**config.mk**
```make
export PLATFORM = sky130hd
export DESIGN_NAME = ped_signal_ctrl
export DESIGN_NICKNAME = d
export VERILOG_FILES = /design/src/rtl/ped_pkg.sv /design/src/rtl/ped_axis_fsm.sv /design/src/rtl/ped_signal_ctrl.sv
export SDC_FILE = /design/constraint.sdc
export NUM_CORES = 1
export LEC_CHECK = 0
export BUFFER_PORTS_ARGS = -buffer_cell sky130_fd_sc_hd__buf_2
export CELL_PAD_IN_SITES_DETAIL_PLACEMENT = 2
export CELL_PAD_IN_SITES_GLOBAL_PLACEMENT = 2
export CORE_MARGIN = 1
export CORE_UTILIZATION = 30
export CTS_CLUSTER_DIAMETER = 80
export DETAILED_ROUTE_END_ITERATION = 10
export GPL_ROUTABILITY_DRIVEN = 0
export MAX_ROUTING_LAYER = met4
export PLACE_DENSITY_LB_ADDON = 0.1
export SLEW_MARGIN = 20
export SYNTH_ARGS = -nofsm -noshare
export SYNTH_HDL_FRONTEND = slang
export SYNTH_HIERARCHICAL = 1
export SYNTH_SLANG_ARGS = --single-unit
export TNS_END_PERCENT = 20
```
**constraint.sdc**
```tcl
create_clock -name clk -period 1.85 [get_ports clk]
set_input_delay 0.0925 -clock clk [delete_from_list [all_inputs] [get_ports clk]]
set_output_delay 0.0925 -clock clk [all_outputs]
set_load 0.01 [all_outputs]
```
**src/rtl/ped_pkg.sv**
```systemverilog
// Shared encodings, timing defaults and light-legality helper for the pedestrian signal controller.
// Optional flash phase is enabled by defining PED_FLASH_EN.
package ped_pkg;

    typedef enum logic [1:0] {
        ST_IDLE  = 2'b00,
        ST_WALK  = 2'b01,
        ST_FLASH = 2'b10
    } ped_state_e;

    localparam logic [7:0] WALK_TIME_DEF  = 8'd10;
    localparam logic [7:0] FLASH_TIME_DEF = 8'd4;

    function automatic logic one_hot3(input logic g, input logic y, input logic r);
        return (g & ~y & ~r) | (~g & y & ~r) | (~g & ~y & r);
    endfunction

endpackage

```
**src/rtl/ped_axis_fsm.sv**
```systemverilog
// One pedestrian axis: request latch, green-rise detect, phase down-counter and lamp decode.
// PED_FLASH_EN adds the flashing DON'T-WALK phase between WALK and IDLE.
module ped_axis_fsm
    import ped_pkg::*;
#(
    parameter logic [7:0] WALK_TIME  = WALK_TIME_DEF,
    parameter logic [7:0] FLASH_TIME = FLASH_TIME_DEF
) (
    input  logic       clk,
    input  logic       rst_n,
    input  logic       g,
    input  logic       y,
    input  logic       btn,
    input  logic       force_idle,
    output logic       walk,
    output logic       dont_walk,
    output logic       req_pending,
    output logic [7:0] cnt
);

`ifdef PED_FLASH_EN
    localparam ped_state_e WALK_EXIT_ST  = ST_FLASH;
    localparam logic [7:0] WALK_EXIT_CNT = FLASH_TIME;
`else
    // Without the flash phase WALK ends straight in IDLE; FLASH_TIME has no effect.
    localparam ped_state_e WALK_EXIT_ST  = ST_IDLE;
    localparam logic [7:0] WALK_EXIT_CNT = FLASH_TIME & 8'h00;
`endif

    ped_state_e state_q, state_d;
    logic [7:0] cnt_q, cnt_d;
    logic       req_q, req_d;
    logic       g_prev_q, g_prev_d;
    logic       green_rise;
    logic       abort;

    always_ff @(posedge clk or negedge rst_n) begin
        if (!rst_n) begin
            state_q  <= ST_IDLE;
            cnt_q    <= 8'd0;
            req_q    <= 1'b0;
            g_prev_q <= 1'b0;
        end else begin
            state_q  <= state_d;
            cnt_q    <= cnt_d;
            req_q    <= req_d;
            g_prev_q <= g_prev_d;
        end
    end

    assign green_rise = g & ~g_prev_q;
    assign abort      = ~g | y;

    always_comb begin
        state_d  = state_q;
        cnt_d    = cnt_q;
        req_d    = req_q;
        g_prev_d = g;
        if (force_idle) begin
            state_d = ST_IDLE;
            cnt_d   = 8'd0;
            req_d   = req_q | btn;
        end else begin
            case (state_q)
                ST_IDLE: begin
                    cnt_d = 8'd0;
                    if (green_rise && (req_q || btn)) begin
                        state_d = ST_WALK;
                        cnt_d   = WALK_TIME;
                        req_d   = 1'b0;
                    end else begin
                        req_d = req_q | btn;
                    end
                end
                ST_WALK: begin
                    // Buttons are deliberately not latched while walking.
                    if (abort) begin
                        state_d = ST_IDLE;
                        cnt_d   = 8'd0;
                    end else if (cnt_q <= 8'd1) begin
                        state_d = WALK_EXIT_ST;
                        cnt_d   = WALK_EXIT_CNT;
                    end else begin
                        cnt_d = cnt_q - 8'd1;
                    end
                end
`ifdef PED_FLASH_EN
                ST_FLASH: begin
                    req_d = req_q | btn;
                    if (abort || cnt_q <= 8'd1) begin
                        state_d = ST_IDLE;
                        cnt_d   = 8'd0;
                    end else begin
                        cnt_d = cnt_q - 8'd1;
                    end
                end
`endif
                default: begin
                    state_d = ST_IDLE;
                    cnt_d   = 8'd0;
                end
            endcase
        end
    end

    always_comb begin
        walk      = 1'b0;
        dont_walk = 1'b1;
        cnt       = 8'd0;
        if (!force_idle) begin
            case (state_q)
                ST_WALK: begin
                    walk      = 1'b1;
                    dont_walk = 1'b0;
                    cnt       = cnt_q;
                end
`ifdef PED_FLASH_EN
                ST_FLASH: begin
                    // First flash cycle holds FLASH_TIME, so matching parity means lamp on.
                    dont_walk = (cnt_q[0] == FLASH_TIME[0]);
                    cnt       = cnt_q;
                end
`endif
                default: begin
                    walk      = 1'b0;
                    dont_walk = 1'b1;
                end
            endcase
        end
    end

    assign req_pending = req_q;

endmodule

```
**src/rtl/ped_signal_ctrl.sv**
```systemverilog
// Pedestrian signal controller: two independent axis FSMs plus sticky illegal-light fault.
// Define PED_FLASH_EN to include the flashing DON'T-WALK phase.
module ped_signal_ctrl
    import ped_pkg::*;
#(
    parameter logic [7:0] WALK_TIME  = WALK_TIME_DEF,
    parameter logic [7:0] FLASH_TIME = FLASH_TIME_DEF
) (
    input  logic       clk,
    input  logic       rst_n,
    input  logic       ns_g,
    input  logic       ns_y,
    input  logic       ns_r,
    input  logic       ew_g,
    input  logic       ew_y,
    input  logic       ew_r,
    input  logic       ns_btn,
    input  logic       ew_btn,
    output logic       ns_walk,
    output logic       ns_dont_walk,
    output logic       ew_walk,
    output logic       ew_dont_walk,
    output logic       ns_req_pending,
    output logic       ew_req_pending,
    output logic [7:0] ns_cnt,
    output logic [7:0] ew_cnt,
    output logic       fault
);

    logic fault_q, fault_d;

    always_ff @(posedge clk or negedge rst_n) begin
        if (!rst_n) begin
            fault_q <= 1'b0;
        end else begin
            fault_q <= fault_d;
        end
    end

    always_comb begin
        fault_d = fault_q
                | (ns_g & ew_g)
                | ~one_hot3(ns_g, ns_y, ns_r)
                | ~one_hot3(ew_g, ew_y, ew_r);
    end

    assign fault = fault_q;

    ped_axis_fsm #(
        .WALK_TIME  (WALK_TIME),
        .FLASH_TIME (FLASH_TIME)
    ) u_ns (
        .clk         (clk),
        .rst_n       (rst_n),
        .g           (ns_g),
        .y           (ns_y),
        .btn         (ns_btn),
        .force_idle  (fault_q),
        .walk        (ns_walk),
        .dont_walk   (ns_dont_walk),
        .req_pending (ns_req_pending),
        .cnt         (ns_cnt)
    );

    ped_axis_fsm #(
        .WALK_TIME  (WALK_TIME),
        .FLASH_TIME (FLASH_TIME)
    ) u_ew (
        .clk         (clk),
        .rst_n       (rst_n),
        .g           (ew_g),
        .y           (ew_y),
        .btn         (ew_btn),
        .force_idle  (fault_q),
        .walk        (ew_walk),
        .dont_walk   (ew_dont_walk),
        .req_pending (ew_req_pending),
        .cnt         (ew_cnt)
    );

endmodule

```
-- Yosys cells after proc, flatten, opt, wreduce, memory -nomap -nowiden
Cells that the tools add are included.
- bits in registers: 25
- latch bits: 0
- memory bits (writable): 0
- ROM bits: 0
- bits of input ports: 10
- logic and storage cells: 103
- memories kept: 0
- add/subtract/negate cells: 2
- $mul: 0
- div/mod/pow operators: 0
- magnitude comparators: 2
- equality and inequality tests: 6
- shift operators: 0
- mux-type cells: 38
- bitwise gates (word level): 36
- reductions and logical operators: 10
- operator list (cell ; number):
    8-bit 2-to-1 mux ; 10
    8-bit one-hot mux with 2 select lines ; 2
    8-bit by 1-bit less-or-equal comparator with 1-bit output (second input constant) ; 2
    2-bit 2-to-1 mux ; 8
    8-bit by 1-bit subtractor with 8-bit output (second input constant) ; 2
    1-bit AND ; 15
    1-bit 2-to-1 mux ; 14
    1-bit bitwise OR ; 11
    1-bit NOT ; 10
    4-bit 2-to-1 mux ; 2
    4-bit by 2-bit inequality test with 1-bit output (second input constant) ; 2
    2-bit one-hot mux with 2 select lines ; 2
    3-bit by 2-bit inequality test with 1-bit output (second input constant) ; 2
    2-bit by 1-bit equality test with 1-bit output (second input constant) ; 2
    2-bit zero test ; 2
    2-bit AND reduction ; 2
    2-bit nonzero test ; 2
    1-bit logical AND ; 2
    1-bit logical OR ; 2

-- Depth between registers and ports, before layout
- depth after elaboration: 8
- depth in mapped cells: 6

-- Modules after synthesis
The synthesis kept the hierarchy.
- modules (own cells, without submodules) (module ; instances ; cells each ; area each (um2) ; seq. area each (um2)):
    ped_axis_fsm ; 2 ; 63 ; 609.3 ; 275.3
    ped_signal_ctrl ; 1 ; 9 ; 81.3 ; 25.0

-- Least setup slack after synthesis
Ideal clock, no wire load.
- path kind: reg-to-reg
- from: register u_ew.cnt_q[4]
- to: register u_ew.cnt_q[7]
- library setup time: 121 ps
- data arrival time: 1346 ps
- data required time: 1729 ps
- slack: 383 ps
- stages on the path, launching flop included: 5
- period minus slack after synthesis: 1467 ps
- cells stage by stage: dfrtp_1 or4_4 nor4_4 mux2i_1 nor2_1
- cells in the longest elaborated chain, start to end: 5
- RTL lines (item ; line ; text):
    from (decl) ; ped_axis_fsm.sv:31 ; logic [7:0] cnt_q, cnt_d;
    from (signal assigned) ; ped_axis_fsm.sv:45 ; cnt_q <= cnt_d;
    8-bit by 1-bit subtractor with 8-bit output or 8-bit by 1-bit less-or-equal comparator with 1-bit output (tied branches) ; ped_axis_fsm.sv:84, ped_axis_fsm.sv:80 ;
    8-bit 2-to-1 mux (*) ; ped_axis_fsm.sv:80 ; end else if (cnt_q <= 8'd1) begin
    8-bit 2-to-1 mux (*) ; ped_axis_fsm.sv:77 ; if (abort) begin
    8-bit one-hot mux with 2 select lines (*) ; ped_axis_fsm.sv:64 ; case (state_q)
    8-bit 2-to-1 mux (*) ; ped_axis_fsm.sv:59 ; if (force_idle) begin
    named net u_ew.cnt_d[7] ; ped_axis_fsm.sv:31 ;
Mark *: on every way through the listed nets, which the timed path passes. The rest lies on a longest branch.
A chain may end at the register's enable or synchronous reset.

-- Final worst setup path
- from: register u_ns.cnt_q[0]
- to: register u_ns.cnt_q[1]
- cells in the longest elaborated chain, start to end: 5
- RTL lines (item ; line):
    from (decl) ; ped_axis_fsm.sv:31
    from (signal assigned) ; ped_axis_fsm.sv:45
    8-bit by 1-bit subtractor with 8-bit output or 8-bit by 1-bit less-or-equal comparator with 1-bit output (tied branches) ; ped_axis_fsm.sv:84, ped_axis_fsm.sv:80
    8-bit 2-to-1 mux (*) ; ped_axis_fsm.sv:80
    8-bit 2-to-1 mux (*) ; ped_axis_fsm.sv:77
    8-bit one-hot mux with 2 select lines (*) ; ped_axis_fsm.sv:64
    8-bit 2-to-1 mux (*) ; ped_axis_fsm.sv:59
    named net u_ns.cnt_d[1] ; ped_axis_fsm.sv:31
Marked as above.

==> run_results.csv <==
group,metric,value,unit
outcome,outcome,"complete, no violations",
floorplan,core_area,0.00409,sq mm
place,numPlacedInstances,218,
power,ir_worst_vdd,0.318,mV
routing,ant_nets,0,
worst_setup_path,required,2.04,ns
routing,vias,1101,
worst_setup_path,crit_buf_inv,1,
worst_hold_path,min_to,"u_ns/req_pending",
routing,drtIter0Drc,40,
clock_tree,ctsResizeCount,0,
synth,synth_xor_area_share,3.37,%
synth,ys_types,26,
worst_setup_path,arrival,1.80,ns
timing,worst_slew_pin_slew,0.551,ns
power,cellLeakagePower,0.803,nW
worst_setup_path,r2r-end,"u_ns/cnt_q[1]",
worst_setup_path,critical_path.startpoint_type,"flop",
global_route,grt_max_degree,24,
worst_setup_path,reg2reg_from,"u_ns/cnt_q[0]",
synth,postSynthCellCount,135,
finish,nNetsFinal,190,
synth,synth_edf_count,0,
finish,antenna_cells,0,
worst_setup_path,cp_slowest_stage_delay,0.46,ns
power,p_per_area,540,mW/mm^2
worst_setup_path,path_max_fanout,6,
timing,setup_violations,0,
global_route,grtUsageTotal,17.6,%
global_route,grt_pass1_wl,5700,um
clock_tree,path_clk_slew,0.09,ns
clock_tree,cts_tree,"done",
timing,fmax,620,MHz
floorplan,die_area,0.00460,sq mm
clock_tree,cts.sinks,23,
timing,period_share,87.2,%
worst_hold_path,min_path_cells,2,
timing,slew_headroom,63.2,%
clock_tree,clkLatencyLatePin,0.27,ns
finish,most-common-layout-cells,"buf_2, dfrtp_1, nor2_1, and2_1",
routing,via_per_inst,4.89,
routing,drtPass1Iterations,4,
floorplan,die_w,67.8,um
timing,finalClockSkew,0.00160,ns
worst_setup_path,r2r_setup_slack,0.24,ns
worst_setup_path,crit_chain,"inv_1, ha_1, or2_2, nand2_1, o21bai_2, o21ai_0",
synth,synth_warnings,6,
finish,final_common_cell,"buf_2",
timing,hold_viol,0,
finish,final_cells,225,
worst_setup_path,reg2regPathDepth,6,
finish,syn2layout_area_growth,24.0,%
worst_setup_path,crit_path_top_delay_cell,"dfrtp_1",
place,portBuffers,32,
global_route,grt_pass1_vias,1163,
synth,synth_compound_area_share,10.4,%
synth,ys_ff_latch,23,
worst_setup_path,cp-end-kind,"flop",
global_route,antenna_found_initial,0,
timing,setup_tns,0,ns
timing,slew_viol_final,0,
synth,synth_top_family_by_area,"simple AND/OR/NAND/NOR gates",
routing,routedWlPerCell,15.1,um
synth,synth.avg_cell_area,9.63,sq um
floorplan,start_util,31.8,%
worst_hold_path,worstHoldPathType,"in2reg",
synth,yosys-mux-area-fraction,5.58,%
routing,drcViolationCount,0,
routing,wirelength,3400,um
clock_tree,htree_levels,1,
synth,async_flop_share,100,%
synth,seq_area_frac_synth,44.3,%
timing,fin_crit,1.61,ns
worst_setup_path,crit_family,"flip-flops",
timing,rsz0062_at_grt,"false",
worst_setup_path,worstSetupPathType,"reg2reg",
floorplan,die_h,67.8,um
job,drv_cap,0,
clock_tree,cts_made_buffers,3,
floorplan,ios,33,
finish,drive_gt1_share,28.0,%
synth,syn_nets,149,
place,dpl.hpwl,2600,um
global_route,overflow,0,
synth,synthAdderAreaFrac,3.85,%
synth,synth-main-ff-cell,"dfrtp_1",
floorplan,rows,23,
synth,syn_area,0.00130,sq mm
clock_tree,clockBufferDepth,2,
worst_hold_path,holdCritStartpoint,"ns_btn",
clock_tree,cts_root_buffer,"clkbuf_8",
synth,synth-simple-area-share,30.0,%
==> timing repair <==
item,in CTS,in global routing
endpoints found under the hold margin,25,0
hold buffers,3,0
setup buffers,0,0
==> state kept, by name, summed over array words and instances, names as in the netlist <==
register          cells
u_ew/state_q          1
u_ns/g_prev_q         1
u_ew/g_prev_q         1
u_ns/cnt_q            8
fault                 1
u_ew/req_pending      1
u_ew/cnt_q            8
u_ns/req_pending      1
u_ns/state_q          1
==> through the flow <==
stage	setup slack, ns	total power [mW]	cell area, sq um	util [%]	hold slack, ns
finish	0.237	0.870	1610	39.4	0.0681
global route	0.0478	0.915	1610	39.4	0.0755
CTS	0.203	0.890	1610	39.4	0.0609
detailed placement	0.222	0.554	1540	37.6	0.122
global placement	0.299	0.551	1540	37.6	0.116
floorplan	0.383	0.526	1300	-	-0.203
==> metal layers <==
layer  routed length [um]  vias to the layer above  track usage (%)
met5                    0                        -                -
met2                 1650                       27             29.1
met4                   31                        0             4.69
met3                  136                        5             4.00
met1                 1580                      532             21.4
li1                     -                      537                -
==> logic make-up after synthesis <==
family                     after synthesis
adders and majority gates                4
xor gates and xnor gates                 5
DFF                                     23
AOI/OAI and AO/OA                       21
muxes                                    7
and+or+nand+nor                         67
buffers and inverters                    8
==> where the power goes <==
group | switching, mW | total, mW | internal (mW)
registers | 0.000354 | 0.505 | 0.504
clock network | 0.173 | 0.323 | 0.151
logic | 0.0227 | 0.0416 | 0.0189
==> cell usage after synthesis (all sizes together) (4+ instances only) <==
library cell / instances / area [sq um]
nor2: 19 / 71.3
o21ai: 5 / 25.0
inv: 6 / 22.5
a21oi: 8 / 40.0
xnor2: 4 / 35.0
and2: 12 / 75.1
ha: 4 / 50.1
nor2b: 5 / 31.3
nand2b: 6 / 37.5
dfrtp: 23 / 576
nor3: 7 / 35.0
mux2i: 5 / 50.1
nand2: 8 / 30.0
==> how the worst max path moves through the flow <==
stage	cells after the start	slack, ns	end	start
CTS	6	0.20	u_ns/cnt_q[3]	u_ns/cnt_q[0]
detailed placement	6	0.22	u_ns/cnt_q[1]	u_ns/cnt_q[0]
global placement	4	0.30	u_ns/cnt_q[7]	u_ns/cnt_q[4]
finish	6	0.24	u_ns/cnt_q[1]	u_ns/cnt_q[0]
global route	6	0.05	u_ns/cnt_q[3]	u_ns/cnt_q[0]
floorplan	4	0.38	u_ew/cnt_q[7]	u_ew/cnt_q[4]
==> area by class of cell <==
class,count,area (sq um)
Timing Repair Buffer,38,213
Multi-Input combinational cell,104,692
Clock inverter,1,5.00
Clock buffer,3,41.3
Inverter,6,22.5
Fill cell,465,2470
Sequential cell,23,576
Tap cell,50,62.6
Power figures use the tool's default switching activity.
